==> src/rtl/mem32_pkg.sv <==
// Shared definitions for the Memoria32 preload/sweep blocks: bus widths,
// word stride, the address wrap point and the sequencer state encoding.
package mem32_pkg;

  localparam int MEM_DATA_W     = 32;
  localparam int MEM_ADDR_W     = 32;
  localparam int MEM_WORD_BYTES = 4;
  localparam int MEM_WRAP_ADDR  = 64;
  localparam int MEM_CNT_W      = 8;

  typedef enum logic [1:0] {
    ST_IDLE  = 2'd0,
    ST_WRITE = 2'd1,
    ST_DONE  = 2'd2
  } mem32_state_e;

endpackage

==> src/rtl/mem32_addr_gen.sv <==
// Word-address sweep generator: loads a base, then steps by a fixed stride.
// Only an exact hit on the wrap address returns to zero; anything beyond it
// rolls over naturally at 2^ADDR_W.
module mem32_addr_gen
  import mem32_pkg::*;
#(
  parameter int ADDR_W    = MEM_ADDR_W,
  parameter int ADDR_STEP = MEM_WORD_BYTES,
  parameter int WRAP_ADDR = MEM_WRAP_ADDR
) (
  input  logic              clk_i,
  input  logic              rst_i,
  input  logic              load_i,
  input  logic              step_i,
  input  logic [ADDR_W-1:0] base_i,
  output logic [ADDR_W-1:0] addr_o
);

  localparam logic [ADDR_W-1:0] WRAP_A = ADDR_W'(WRAP_ADDR);
  localparam logic [ADDR_W-1:0] STEP_A = ADDR_W'(ADDR_STEP);

  logic [ADDR_W-1:0] cur_addr_q;
  logic [ADDR_W-1:0] cur_addr_d;

  always_comb begin
    cur_addr_d = cur_addr_q;
    if (load_i) begin
      cur_addr_d = base_i;
    end else if (step_i) begin
      cur_addr_d = (cur_addr_q == WRAP_A) ? '0 : cur_addr_q + STEP_A;
    end
  end

  always_ff @(posedge clk_i or posedge rst_i) begin
    if (rst_i) begin
      cur_addr_q <= '0;
    end else begin
      cur_addr_q <= cur_addr_d;
    end
  end

  assign addr_o = cur_addr_q;

endmodule

==> src/rtl/mem32_write_sequencer.sv <==
// Streams handshaked words into Memoria32 as registered single-cycle writes
// at consecutive word addresses starting from a captured, word-aligned base.
//
// state    | meaning
// ST_IDLE  | waiting for start; outputs hold last burst results
// ST_WRITE | in_ready high, one registered write per accepted word
// ST_DONE  | single-cycle done pulse, then back to idle
module mem32_write_sequencer
  import mem32_pkg::*;
#(
  parameter int DATA_W    = MEM_DATA_W,
  parameter int ADDR_W    = MEM_ADDR_W,
  parameter int ADDR_STEP = MEM_WORD_BYTES,
  parameter int WRAP_ADDR = MEM_WRAP_ADDR,
  parameter int CNT_W     = MEM_CNT_W
) (
  input  logic              CLK,
  input  logic              RESET,
  input  logic              start,
  input  logic [ADDR_W-1:0] base_addr,
  input  logic [CNT_W-1:0]  word_count,
  input  logic              in_valid,
  input  logic [DATA_W-1:0] in_data,
  output logic              in_ready,
  output logic [ADDR_W-1:0] waddress,
  output logic [DATA_W-1:0] Datain,
  output logic              Wr,
  output logic              busy,
  output logic              done,
  output logic [CNT_W-1:0]  wr_count
);

  mem32_state_e      state_q, state_d;
  logic [CNT_W-1:0]  remaining_q, remaining_d;
  logic [CNT_W-1:0]  wr_count_q, wr_count_d;
  logic [ADDR_W-1:0] waddr_q, waddr_d;
  logic [DATA_W-1:0] datain_q, datain_d;
  logic              wr_q, wr_d;

  logic              addr_load;
  logic              addr_step;
  logic [ADDR_W-1:0] base_aligned;
  logic [ADDR_W-1:0] cur_addr;
  logic              handshake;

  assign base_aligned = base_addr & ~(ADDR_W'(3));
  assign handshake    = in_valid && (state_q == ST_WRITE);

  mem32_addr_gen #(
    .ADDR_W    (ADDR_W),
    .ADDR_STEP (ADDR_STEP),
    .WRAP_ADDR (WRAP_ADDR)
  ) u_addr_gen (
    .clk_i  (CLK),
    .rst_i  (RESET),
    .load_i (addr_load),
    .step_i (addr_step),
    .base_i (base_aligned),
    .addr_o (cur_addr)
  );

  always_comb begin
    state_d     = state_q;
    remaining_d = remaining_q;
    wr_count_d  = wr_count_q;
    waddr_d     = waddr_q;
    datain_d    = datain_q;
    wr_d        = 1'b0;
    addr_load   = 1'b0;
    addr_step   = 1'b0;

    case (state_q)
      ST_IDLE: begin
        if (start) begin
          addr_load   = 1'b1;
          remaining_d = word_count;
          wr_count_d  = '0;
          state_d     = (word_count != '0) ? ST_WRITE : ST_DONE;
        end
      end
      ST_WRITE: begin
        if (handshake) begin
          waddr_d     = cur_addr;
          datain_d    = in_data;
          wr_d        = 1'b1;
          wr_count_d  = wr_count_q + CNT_W'(1);
          remaining_d = remaining_q - CNT_W'(1);
          addr_step   = 1'b1;
          if (remaining_q == CNT_W'(1)) begin
            state_d = ST_DONE;
          end
        end
      end
      ST_DONE: begin
        state_d = ST_IDLE;
      end
      default: begin
        state_d = ST_IDLE;
      end
    endcase
  end

  always_ff @(posedge CLK or posedge RESET) begin
    if (RESET) begin
      state_q     <= ST_IDLE;
      remaining_q <= '0;
      wr_count_q  <= '0;
      waddr_q     <= '0;
      datain_q    <= '0;
      wr_q        <= 1'b0;
    end else begin
      state_q     <= state_d;
      remaining_q <= remaining_d;
      wr_count_q  <= wr_count_d;
      waddr_q     <= waddr_d;
      datain_q    <= datain_d;
      wr_q        <= wr_d;
    end
  end

  // done shares the DONE state with the last word's Wr cycle
  assign in_ready = (state_q == ST_WRITE);
  assign busy     = (state_q != ST_IDLE);
  assign done     = (state_q == ST_DONE);
  assign waddress = waddr_q;
  assign Datain   = datain_q;
  assign Wr       = wr_q;
  assign wr_count = wr_count_q;

endmodule

==> config.mk <==
export PLATFORM = sky130hd
export DESIGN_NAME = mem32_write_sequencer
export DESIGN_NICKNAME = d
export VERILOG_FILES = /design/src/rtl/mem32_pkg.sv /design/src/rtl/mem32_addr_gen.sv /design/src/rtl/mem32_write_sequencer.sv
export SDC_FILE = /design/constraint.sdc
export NUM_CORES = 1
export LEC_CHECK = 0
export CORE_MARGIN = 4
export CORE_UTILIZATION = 24
export CTS_CLUSTER_DIAMETER = 120
export DETAILED_ROUTE_END_ITERATION = 10
export GPL_ROUTABILITY_DRIVEN = 1
export HOLD_SLACK_MARGIN = 0.1
export PLACE_DENSITY_LB_ADDON = 0.12
export SYNTH_ARGS = -nofsm -noshare
export SYNTH_HDL_FRONTEND = slang
export SYNTH_SLANG_ARGS = --single-unit
==> constraint.sdc <==
create_clock -name CLK -period 3.31 [get_ports CLK]
set_input_delay 0.662 -clock CLK [delete_from_list [all_inputs] [get_ports CLK]]
set_output_delay 0.662 -clock CLK [all_outputs]
set_load 0.01 [all_outputs]
==> results of run 1 <==
==> through the flow <==
step                      util [%]  total power, µW  instance area [µm²]  std cells  setup WS, ps
after detailed placement     32.68             4572                 7177       1023         716.9
after global routing         34.15             6160                 7500       1039         261.2
after floorplan                  -             3402                 5385        622          1305
after CTS                    34.15             5800                 7500       1039         416.4
final                        34.15             5703                 7500       1039         417.1
after global placement       32.68             4536                 7177       1023         716.0
==> cell usage in the layout (no fill, tap or decap), types with 2 or more instances in the layout <==
cell type and instances:
sky130_fd_sc_hd__inv_1 14, sky130_fd_sc_hd__nor4_1 8, sky130_fd_sc_hd__ha_1 5, sky130_fd_sc_hd__clkdlybuf4s50_1 147, sky130_fd_sc_hd__or2_2 3, sky130_fd_sc_hd__a221o_1 3
sky130_fd_sc_hd__xnor2_1 2, sky130_fd_sc_hd__conb_1 2, sky130_fd_sc_hd__clkbuf_16 9, sky130_fd_sc_hd__a22oi_1 12, sky130_fd_sc_hd__o22ai_1 2, sky130_fd_sc_hd__and3_1 7
sky130_fd_sc_hd__a21oi_1 18, sky130_fd_sc_hd__nand2b_1 2, sky130_fd_sc_hd__nor4b_1 2, sky130_fd_sc_hd__nand3_1 25, sky130_fd_sc_hd__a41oi_1 2, sky130_fd_sc_hd__o31ai_1 3
sky130_fd_sc_hd__nor2_1 24, sky130_fd_sc_hd__o21ai_0 32, sky130_fd_sc_hd__and4_1 7, sky130_fd_sc_hd__nor3_1 16, sky130_fd_sc_hd__o311ai_0 3, sky130_fd_sc_hd__a22o_1 2
sky130_fd_sc_hd__or3_1 5, sky130_fd_sc_hd__dfrtp_1 111, sky130_fd_sc_hd__o41ai_2 4, sky130_fd_sc_hd__nor2b_1 2, sky130_fd_sc_hd__nand4_1 8, sky130_fd_sc_hd__xor2_1 4
sky130_fd_sc_hd__o21a_1 2, sky130_fd_sc_hd__buf_12 3, sky130_fd_sc_hd__nand2_1 213, sky130_fd_sc_hd__a21o_1 13, sky130_fd_sc_hd__a32oi_1 3, sky130_fd_sc_hd__o2bb2ai_1 2
sky130_fd_sc_hd__inv_8 3, sky130_fd_sc_hd__buf_4 10, sky130_fd_sc_hd__o31a_1 4
==> per-layer routing <==
metal  wire [µm]  vias up  track usage (%)
met2        7854      166            22.23
met4         216        2            4.220
li1            -     2395                -
met1        7811     2345            18.19
met5          13        -                0
met3        1245       15            3.253
==> path summary, 6_finish.rpt <==
check	slack, ps	cells past startpoint	startpoint	end
max in group asynchronous	2160	3	RESET	waddress[18]
worst min register to register	480	2	waddress[22]	waddress[22]
worst min-delay path	480	2	waddress[22]	waddress[22]
worst max-delay path	420	3	state_q[1]	in_ready
min in group asynchronous	770	3	RESET	waddress[23]
worst max register to register	810	7	u_addr_gen.addr_o[2]	u_addr_gen.addr_o[25]
==> power by group <==
group          internal [µW]  leakage [µW]  switching [µW]
Combinational           1080       0.00181            1110
Sequential              1830       0.00134             491
Clock                    615      0.000159             574
==> logic make-up after synthesis <==
kind of cell | count (synthesis) | share of synthesized area (%)
compound gates | 110 | 14.17
simple gates | 333 | 27.73
xor+xnor | 6 | 0.9772
fa+ha+maj | 5 | 1.163
buf+inv | 55 | 4.234
flops | 111 | 51.65
other cells | 1 | 0.06973
==> final cells by class <==
class / instances / area share, %
multi-input cells: 456 / 31.72
flip-flops and latches: 111 / 37.04
clock buffers: 9 / 3.003
repair buffers: 160 / 21.42
clock inverters: 7 / 1.301
well taps: 280 / 4.671
inverters: 16 / 0.8509
==> sequential cells by signal, indices dropped and copies added, names as in the netlist <==
signal	flops
wr_count	8
remaining_q	8
u_addr_gen.addr_o	30
Datain	32
state_q	2
Wr	1
waddress	30
==> critical path: cells and delay by family, from the launching register on <==
family	cells	cell delay (ps)
AND/OR/NAND/NOR	1	380
buffers and inverters	2	1030
flip-flops	1	460
==> flow_metrics.tcl, run 1 <==
set metrics [dict create \
    run_status "finished, final reports clean" \
    synthMostInstantiatedCell "sky130_fd_sc_hd__nand2_1" \
    end_kind "primary output" \
    grt_max_degree 79 \
    drt-initial-drc-count 323 \
    max_rail_drop_vdd_mv 0.2710 \
    fin_nets 835 \
    worst_hold_path_type "reg2reg" \
    timing_worst_slew_pin_value_ps 839.6 \
    synth.avg_cell_area_um2 8.660 \
    cts.repair_timing.setup_buffer_count 0 \
    synth-edff-count 0 \
    max_slew_margin_pct 43.60 \
    cellLeakagePower_uw 0.003313 \
    synthTopCellsByArea "sky130_fd_sc_hd__dfrtp_1 52%, sky130_fd_sc_hd__nand2_1 15%, sky130_fd_sc_hd__o21ai_0 3.0%" \
    layout-drive-gt1-share_pct 5.797 \
    postSynth.asyncResetShare_pct 100.0 \
    final_sum_of_negative_setup_slack_ps 0 \
    track_usage_pct 13.71 \
    sequential_element_share_of_the_synthesized_area_pct 51.65 \
    synth.lib_cells_used.distinct 56 \
    post_synth_inst_count 621 \
    timing.critical_path.from_type "flip-flop" \
    maxCapViolations 0 \
    route.detailed.vias_per_inst 4.738 \
    synthTopCellsByCount "213 x sky130_fd_sc_hd__nand2_1, 111 x sky130_fd_sc_hd__dfrtp_1, 32 x sky130_fd_sc_hd__o21ai_0" \
    root_buffer "sky130_fd_sc_hd__clkbuf_16" \
    path_max_fanout 13 \
    fp.dieArea_mm2 0.02487 \
    critical-path-slowest-cell "sky130_fd_sc_hd__clkdlybuf4s50_1" \
    route.antenna.remaining_nets 0 \
    floorplan.initialDensity_pct 24.49 \
    rsz_0062_raised_after_global_routing "false" \
    fp.coreArea_mm2 0.02196 \
    max_stage_delay_ps 620 \
    worst-setup-path-type "reg2out" \
    multiInputGateArea_mm2 0.002379 \
    dpl.hpwl_um 12250 \
    crit_required_ps 2650 \
    numClockSinks 111 \
    final.hold.worst_slack_ps 480.2 \
    num_vias 4923 \
    synth-seq-cells 111 \
    n_fill_cell 2251 \
    clock_skew_ps 8.204 \
    drcViolationCount 0 \
    drv_slew 0 \
    antenna_found_initial 1 \
    synth_top_cell_by_area "sky130_fd_sc_hd__dfrtp_1" \
    area_growth_pct 39.46 \
    cts.reportedPaths.clkPinSlew_ps 80 \
    io_buffer_count 147 \
    grt.overflow.total 0 \
    die_w_um 157.7 \
    synth.cell_area_mm2 0.005378 \
    yosysTopAreaCellShare_pct 51.65 \
    htreeDepth 3 \
    cts_buffers 9 \
    num_antenna_cells 0 \
    yosys_warns 0 \
    ctsHoldBuffers 0 \
    timing.fmax_mhz 345.7 \
    seq_area_mm2 0.002778 \
    setup_viol_count_final 0 \
    dieHeight_um 157.7 \
    finalHoldViolations 0 \
    powerDensity_mw_per_mm2 760.4 \
    layout_worst_path_cycle_share_pct 87.40 \
    place_congestion 0.8281 \
    post_cts.resized_instances 0 \
    critPathArrivalTime_ps 2230 \
    placement_rows 54 \
    clock_tree.buffer_depth 2 \
    wl_per_cell_um 16.50 \
    floorplan.io_pins 152 \
    final_routed_wirelength_um 17140 \
    ordered_list_of_cells_on_the_worst_path "nand2b_1 > inv_1 > clkdlybuf4s50_1" \
    grt_pass1_vias 4935 \
    ys.flop_type "sky130_fd_sc_hd__dfrtp_1" \
    clkLatencyLatePin_ps 360 \
    finalWorstPathRequiredPeriod_ps 2893 \
    cts_tree "done" \
    drt_first_pass_iters 4 \
    first_pass_grt_wire_length_um 26770 \
]
(Power assumes the default switching activity.)
==> run 2: changes to the inputs <==
Settings changed: ABC_CLOCK_PERIOD_IN_PS set to 3310, CORE_MARGIN 4 to 5.
==> run 2 against run 1 <==
Cell count increased by 0.29%. Utilization about the same. Sequential power about the same. Global-route usage about the same. Clock power decreased by 9%.
==> flow_metrics.tcl, run 2 (same netlist as run 1, synthesis figures left out) <==
set metrics [dict create \
    first_pass_grt_wire_length_um 28370 \
    fin_nets 838 \
    final_core_utilization_pct 34.11 \
    final_sum_of_negative_setup_slack_ps 0 \
    clkLatencyLatePin_ps 360 \
    antenna_found_initial 1 \
    grt_pass1_vias 5235 \
    powerDensity_mw_per_mm2 746.8 \
    timing.critical_path.from_type "flip-flop" \
    post_cts.resized_instances 0 \
    drt_first_pass_iters 4 \
    layout_worst_path_cycle_share_pct 87.05 \
    placement_rows 54 \
    crit_required_ps 2650 \
    final_routed_wirelength_um 17250 \
    dieHeight_um 159.7 \
    r2r.worst_path.cells 7 \
    run_status "finished, final reports clean" \
    maxCapViolations 0 \
    drv_slew 0 \
    timing_worst_slew_pin_value_ps 878.3 \
    finalHoldViolations 0 \
    layout-drive-gt1-share_pct 6.037 \
    max_slew_margin_pct 40.99 \
    die_w_um 159.7 \
    root_buffer "sky130_fd_sc_hd__clkbuf_16" \
    stdcell_area_mm2 0.007491 \
    route.antenna.remaining_nets 0 \
    floorplan.io_pins 152 \
    layout_commonest_cell "sky130_fd_sc_hd__nand2_1" \
    num_antenna_cells 0 \
    io_buffer_count 147 \
    ctsHoldBuffers 0 \
    worst_hold_path_type "reg2reg" \
    rsz_0062_raised_after_global_routing "false" \
    whs_path_depth 2 \
    cts_tree "done" \
    end_kind "primary output" \
    placedInstanceArea_mm2 0.007199 \
    dpl.hpwl_um 12640 \
    max_rail_drop_vdd_mv 0.2466 \
    track_usage_pct 13.66 \
    cts.reportedPaths.clkPinSlew_ps 80 \
    area_growth_pct 39.30 \
    top_library_cells_by_usage_in_the_layout_fill_and_taps_aside "213 x sky130_fd_sc_hd__nand2_1, 147 x sky130_fd_sc_hd__clkdlybuf4s50_1, 111 x sky130_fd_sc_hd__dfrtp_1" \
    route.detailed.vias_per_inst 4.755 \
    critPathArrivalTime_ps 2220 \
    largest_register_ff_count 32 \
    worst-setup-path-type "reg2out" \
    wl_per_cell_um 16.55 \
    grt.overflow.total 0 \
    numClockSinks 111 \
    fp.coreArea_mm2 0.02196 \
    place_congestion 0.8278 \
    design_power_total_uw 5594 \
    floorplan.initialDensity_pct 24.49 \
    fp.dieArea_mm2 0.02550 \
    path_max_fanout 13 \
    cts.repair_timing.setup_buffer_count 0 \
    setup_viol_count_final 0 \
    clock_tree.buffer_depth 2 \
    drt-initial-drc-count 313 \
    timing.fmax_mhz 347.0 \
    cellLeakagePower_uw 0.003312 \
    clock_skew_ps 9.472 \
    cts_buffers 9 \
    grt_max_degree 57 \
    drcViolationCount 0 \
    htreeDepth 3 \
    finalWorstPathRequiredPeriod_ps 2881 \
    num_vias 4955 \
]
run 2: cell count changes in the layout (fill, tap and decap cells not counted), sizes merged:
cell / before / now
bufinv: 1 / 0
buf: 13 / 16
clkbuf: 9 / 10
run 2: area by class of cell:
type / count / area, µm²
Clock buffer: 10 / 229.0
Clock inverter: 6 / 62.56
Fill cell: 2256 / 14470
Inverter: 16 / 63.81
Multi-Input combinational cell: 456 / 2379
Sequential cell: 111 / 2778
Tap cell: 280 / 350.3
Timing Repair Buffer: 163 / 1629
run 2: path summary, 6_finish.rpt:
kind                                 startpoint               endpoint  slack [ps]
max in group asynchronous                 RESET         remaining_q[3]        1670
min in group asynchronous                 RESET             Datain[27]         770
max reg2reg                u_addr_gen.addr_o[2]  u_addr_gen.addr_o[30]         780
min                                waddress[15]           waddress[15]         480
min reg2reg                        waddress[15]           waddress[15]         480
max                                  state_q[1]               in_ready         430
run 2: power breakdown:
part	leakage, µW	internal [µW]	switching, µW
clock network	0.000143	534	544
logic	0.00183	1080	1120
registers	0.00134	1830	491
run 2: critical path, cell delays in order, from the launching register on:
cell                              delay, ps
sky130_fd_sc_hd__dfrtp_1                470
sky130_fd_sc_hd__nand2b_1               370
sky130_fd_sc_hd__inv_1                  400
sky130_fd_sc_hd__clkdlybuf4s50_1        620
run 2: layer usage:
| layer | track usage (%) | vias to the layer above | routed length (µm) |
|---|---|---|---|
| li1 | - | 2407 | - |
| met1 | 17.79 | 2365 | 7998 |
| met2 | 22.29 | 161 | 7912 |
| met5 | 0 | - | 13 |
| met3 | 3.402 | 20 | 1042 |
| met4 | 4.536 | 2 | 283 |
run 2: through the flow:
| step | cells | hold WS, ps | setup WS [ps] |
|---|---|---|---|
| after floorplan | 622 | 470.4 | 1305 |
| after global placement | 1026 | 456.6 | 762.1 |
| after detailed placement | 1026 | 465.1 | 710.9 |
| after CTS | 1042 | 484.1 | 404.5 |
| after global routing | 1042 | 501.2 | 258.6 |
| final | 1042 | 479.1 | 428.5 |
==> run 3: changes to the inputs <==
Settings changed: CORE_ASPECT_RATIO set to 0.9.
==> run 3 against run 2 <==
Clock skew decreased by 1.8 ps. Cell count rose by 1.4%. Sequential power hardly changed. First-iteration DRC count fell by 14%. Sequential share of layout area decreased by 0.35 points. Clock power grew 16%. Largest cell class unchanged. Largest power group unchanged.
==> flow_metrics.tcl, run 3 (same netlist as run 1, synthesis figures left out) <==
set metrics [dict create \
    cellLeakagePower_uw 0.003332 \
    timing_worst_slew_pin_value_ps 758.3 \
    reg2reg_setup_slack_ps 990 \
    hold_path.startpoint "waddress[21]" \
    fp.coreArea_mm2 0.02225 \
    drv_slew 0 \
    wl_per_cell_um 16.59 \
    layout-drive-gt1-share_pct 5.789 \
    critical-path-slowest-cell "sky130_fd_sc_hd__clkdlybuf4s50_1" \
    cp_top_family "buffers and inverters" \
    grt.overflow.total 0 \
    grt_max_degree 112 \
    post_cts.resized_instances 0 \
    top_library_cells_by_usage_in_the_layout_fill_and_taps_aside "213 x sky130_fd_sc_hd__nand2_1, 147 x sky130_fd_sc_hd__clkdlybuf4s50_1, 111 x sky130_fd_sc_hd__dfrtp_1" \
    max_slew_margin_pct 48.14 \
    floorplan.io_pins 152 \
    fp.dieArea_mm2 0.02550 \
    setup_viol_count_final 0 \
    r2r.worst_path.cells 8 \
    io_buffer_count 147 \
    first_pass_grt_wire_length_um 28310 \
    num_vias 4972 \
    num_antenna_cells 0 \
    ctsHoldBuffers 0 \
    htreeDepth 3 \
    max_rail_drop_vdd_mv 0.2594 \
    drt_first_pass_iters 5 \
    seq_area_mm2 0.002778 \
    powerDensity_mw_per_mm2 766.0 \
    worst-setup-path-type "reg2out" \
    final_sum_of_negative_setup_slack_ps 0 \
    die_w_um 167.8 \
    timing.fmax_mhz 346.1 \
    finalWorstPathRequiredPeriod_ps 2890 \
    antenna_found_initial 1 \
    root_buffer "sky130_fd_sc_hd__clkbuf_16" \
    layout_commonest_cell "sky130_fd_sc_hd__nand2_1" \
    cts.repair_timing.setup_buffer_count 0 \
    placement_rows 52 \
    cts_tree "done" \
    largest_register_ff_count 32 \
    worstHoldEndpoint "waddress[21]" \
    track_usage_pct 13.69 \
    cp_num_buf_inv 2 \
    numClockSinks 111 \
    grt_pass1_vias 4992 \
    cts_buffers 9 \
    rsz_0062_raised_after_global_routing "false" \
    dieHeight_um 152.0 \
    ordered_list_of_cells_on_the_worst_path "nand2b_1 > inv_1 > clkdlybuf4s50_1" \
    run_status "finished, final reports clean" \
    clkLatencyLatePin_ps 350 \
    max_stage_delay_ps 620 \
    clock_skew_ps 7.716 \
    n_fill_cell 2380 \
    critPathArrivalTime_ps 2230 \
    area_growth_pct 40.62 \
    route.detailed.vias_per_inst 4.704 \
    crit-reg2reg-launch "u_addr_gen.addr_o[2]" \
    final.hold.worst_slack_ps 470.8 \
    drt-initial-drc-count 270 \
    crit_required_ps 2650 \
    multiInputGateArea_mm2 0.002379 \
    final_routed_wirelength_um 17540 \
    reg2reg_to "u_addr_gen.addr_o[13]" \
    whs_path_depth 2 \
    end_kind "primary output" \
    place_congestion 0.8073 \
    worst_hold_path_type "reg2reg" \
    clock_tree.buffer_depth 2 \
    floorplan.initialDensity_pct 24.17 \
    fin_nets 836 \
    cts.reportedPaths.clkPinSlew_ps 70 \
    path_max_fanout 13 \
    finalHoldViolations 0 \
    dpl.hpwl_um 12330 \
    drcViolationCount 0 \
    timing.critical_path.from_type "flip-flop" \
    maxCapViolations 0 \
    route.antenna.remaining_nets 0 \
    layout_worst_path_cycle_share_pct 87.30 \
]
[run 3: cell types whose count changed in the layout (fill, tap and decap cells not counted), sizes merged]
cell	before	now
inv	19	15
bufinv	0	2
clkbuf	10	14
clkinv	2	0
buf	16	14
[run 3: through the flow]
stage	worst slack, ps	power, µW	utilization [%]	std cells	area, µm²
detailed placement	705.8	4604	32.44	1041	7218
CTS	396.7	5907	33.99	1057	7562
global placement	661.4	4559	32.44	1041	7218
floorplan	1305	3402	-	622	5385
finish	420.5	5793	33.99	1057	7562
global route	252.8	6246	33.99	1057	7562
[run 3: final cells by class]
cell class                 count  share of cell area, %
tap                          297                  4.914
inverter                      16                 0.8438
clock buffer                  14                  3.756
timing repair buffer         161                  21.51
sequential                   111                  36.73
clock inverter                 2                 0.7942
multi-input combinational    456                  31.45
[run 3: worst max path at each step]
stage | from | end | slack [ps] | cells after the start
finish | state_q[1] | in_ready | 420 | 3
global route | state_q[1] | in_ready | 250 | 3
CTS | state_q[1] | in_ready | 400 | 3
detailed placement | in_valid | wr_count[6] | 710 | 6
global placement | in_valid | wr_count[7] | 660 | 6
floorplan | RESET | Datain[0] | 1300 | 1
[run 3: routing by layer]
metal	track usage, %	share of wire [%]
met1	18.22	44
met2	21.79	48
met3	3.611	5.9
met4	4.328	1.9
met5	0	0.074
[run 3: worst reg2reg max path, stage by stage, from the launching register on]
cell and delay (ps):
sky130_fd_sc_hd__dfrtp_1 460, sky130_fd_sc_hd__inv_1 120, sky130_fd_sc_hd__ha_1 170, sky130_fd_sc_hd__nor4b_1 280, sky130_fd_sc_hd__and4_1 310, sky130_fd_sc_hd__a21o_1 330
sky130_fd_sc_hd__buf_4 230, sky130_fd_sc_hd__nor3_1 60, sky130_fd_sc_hd__a221o_1 260
[run 3: power by group]
part	internal, µW	leakage (µW)	switching, µW
clock	748	0.000169	504
combinational	1090	0.00182	1130
sequential	1830	0.00134	484
total	3670	0.00333	2120
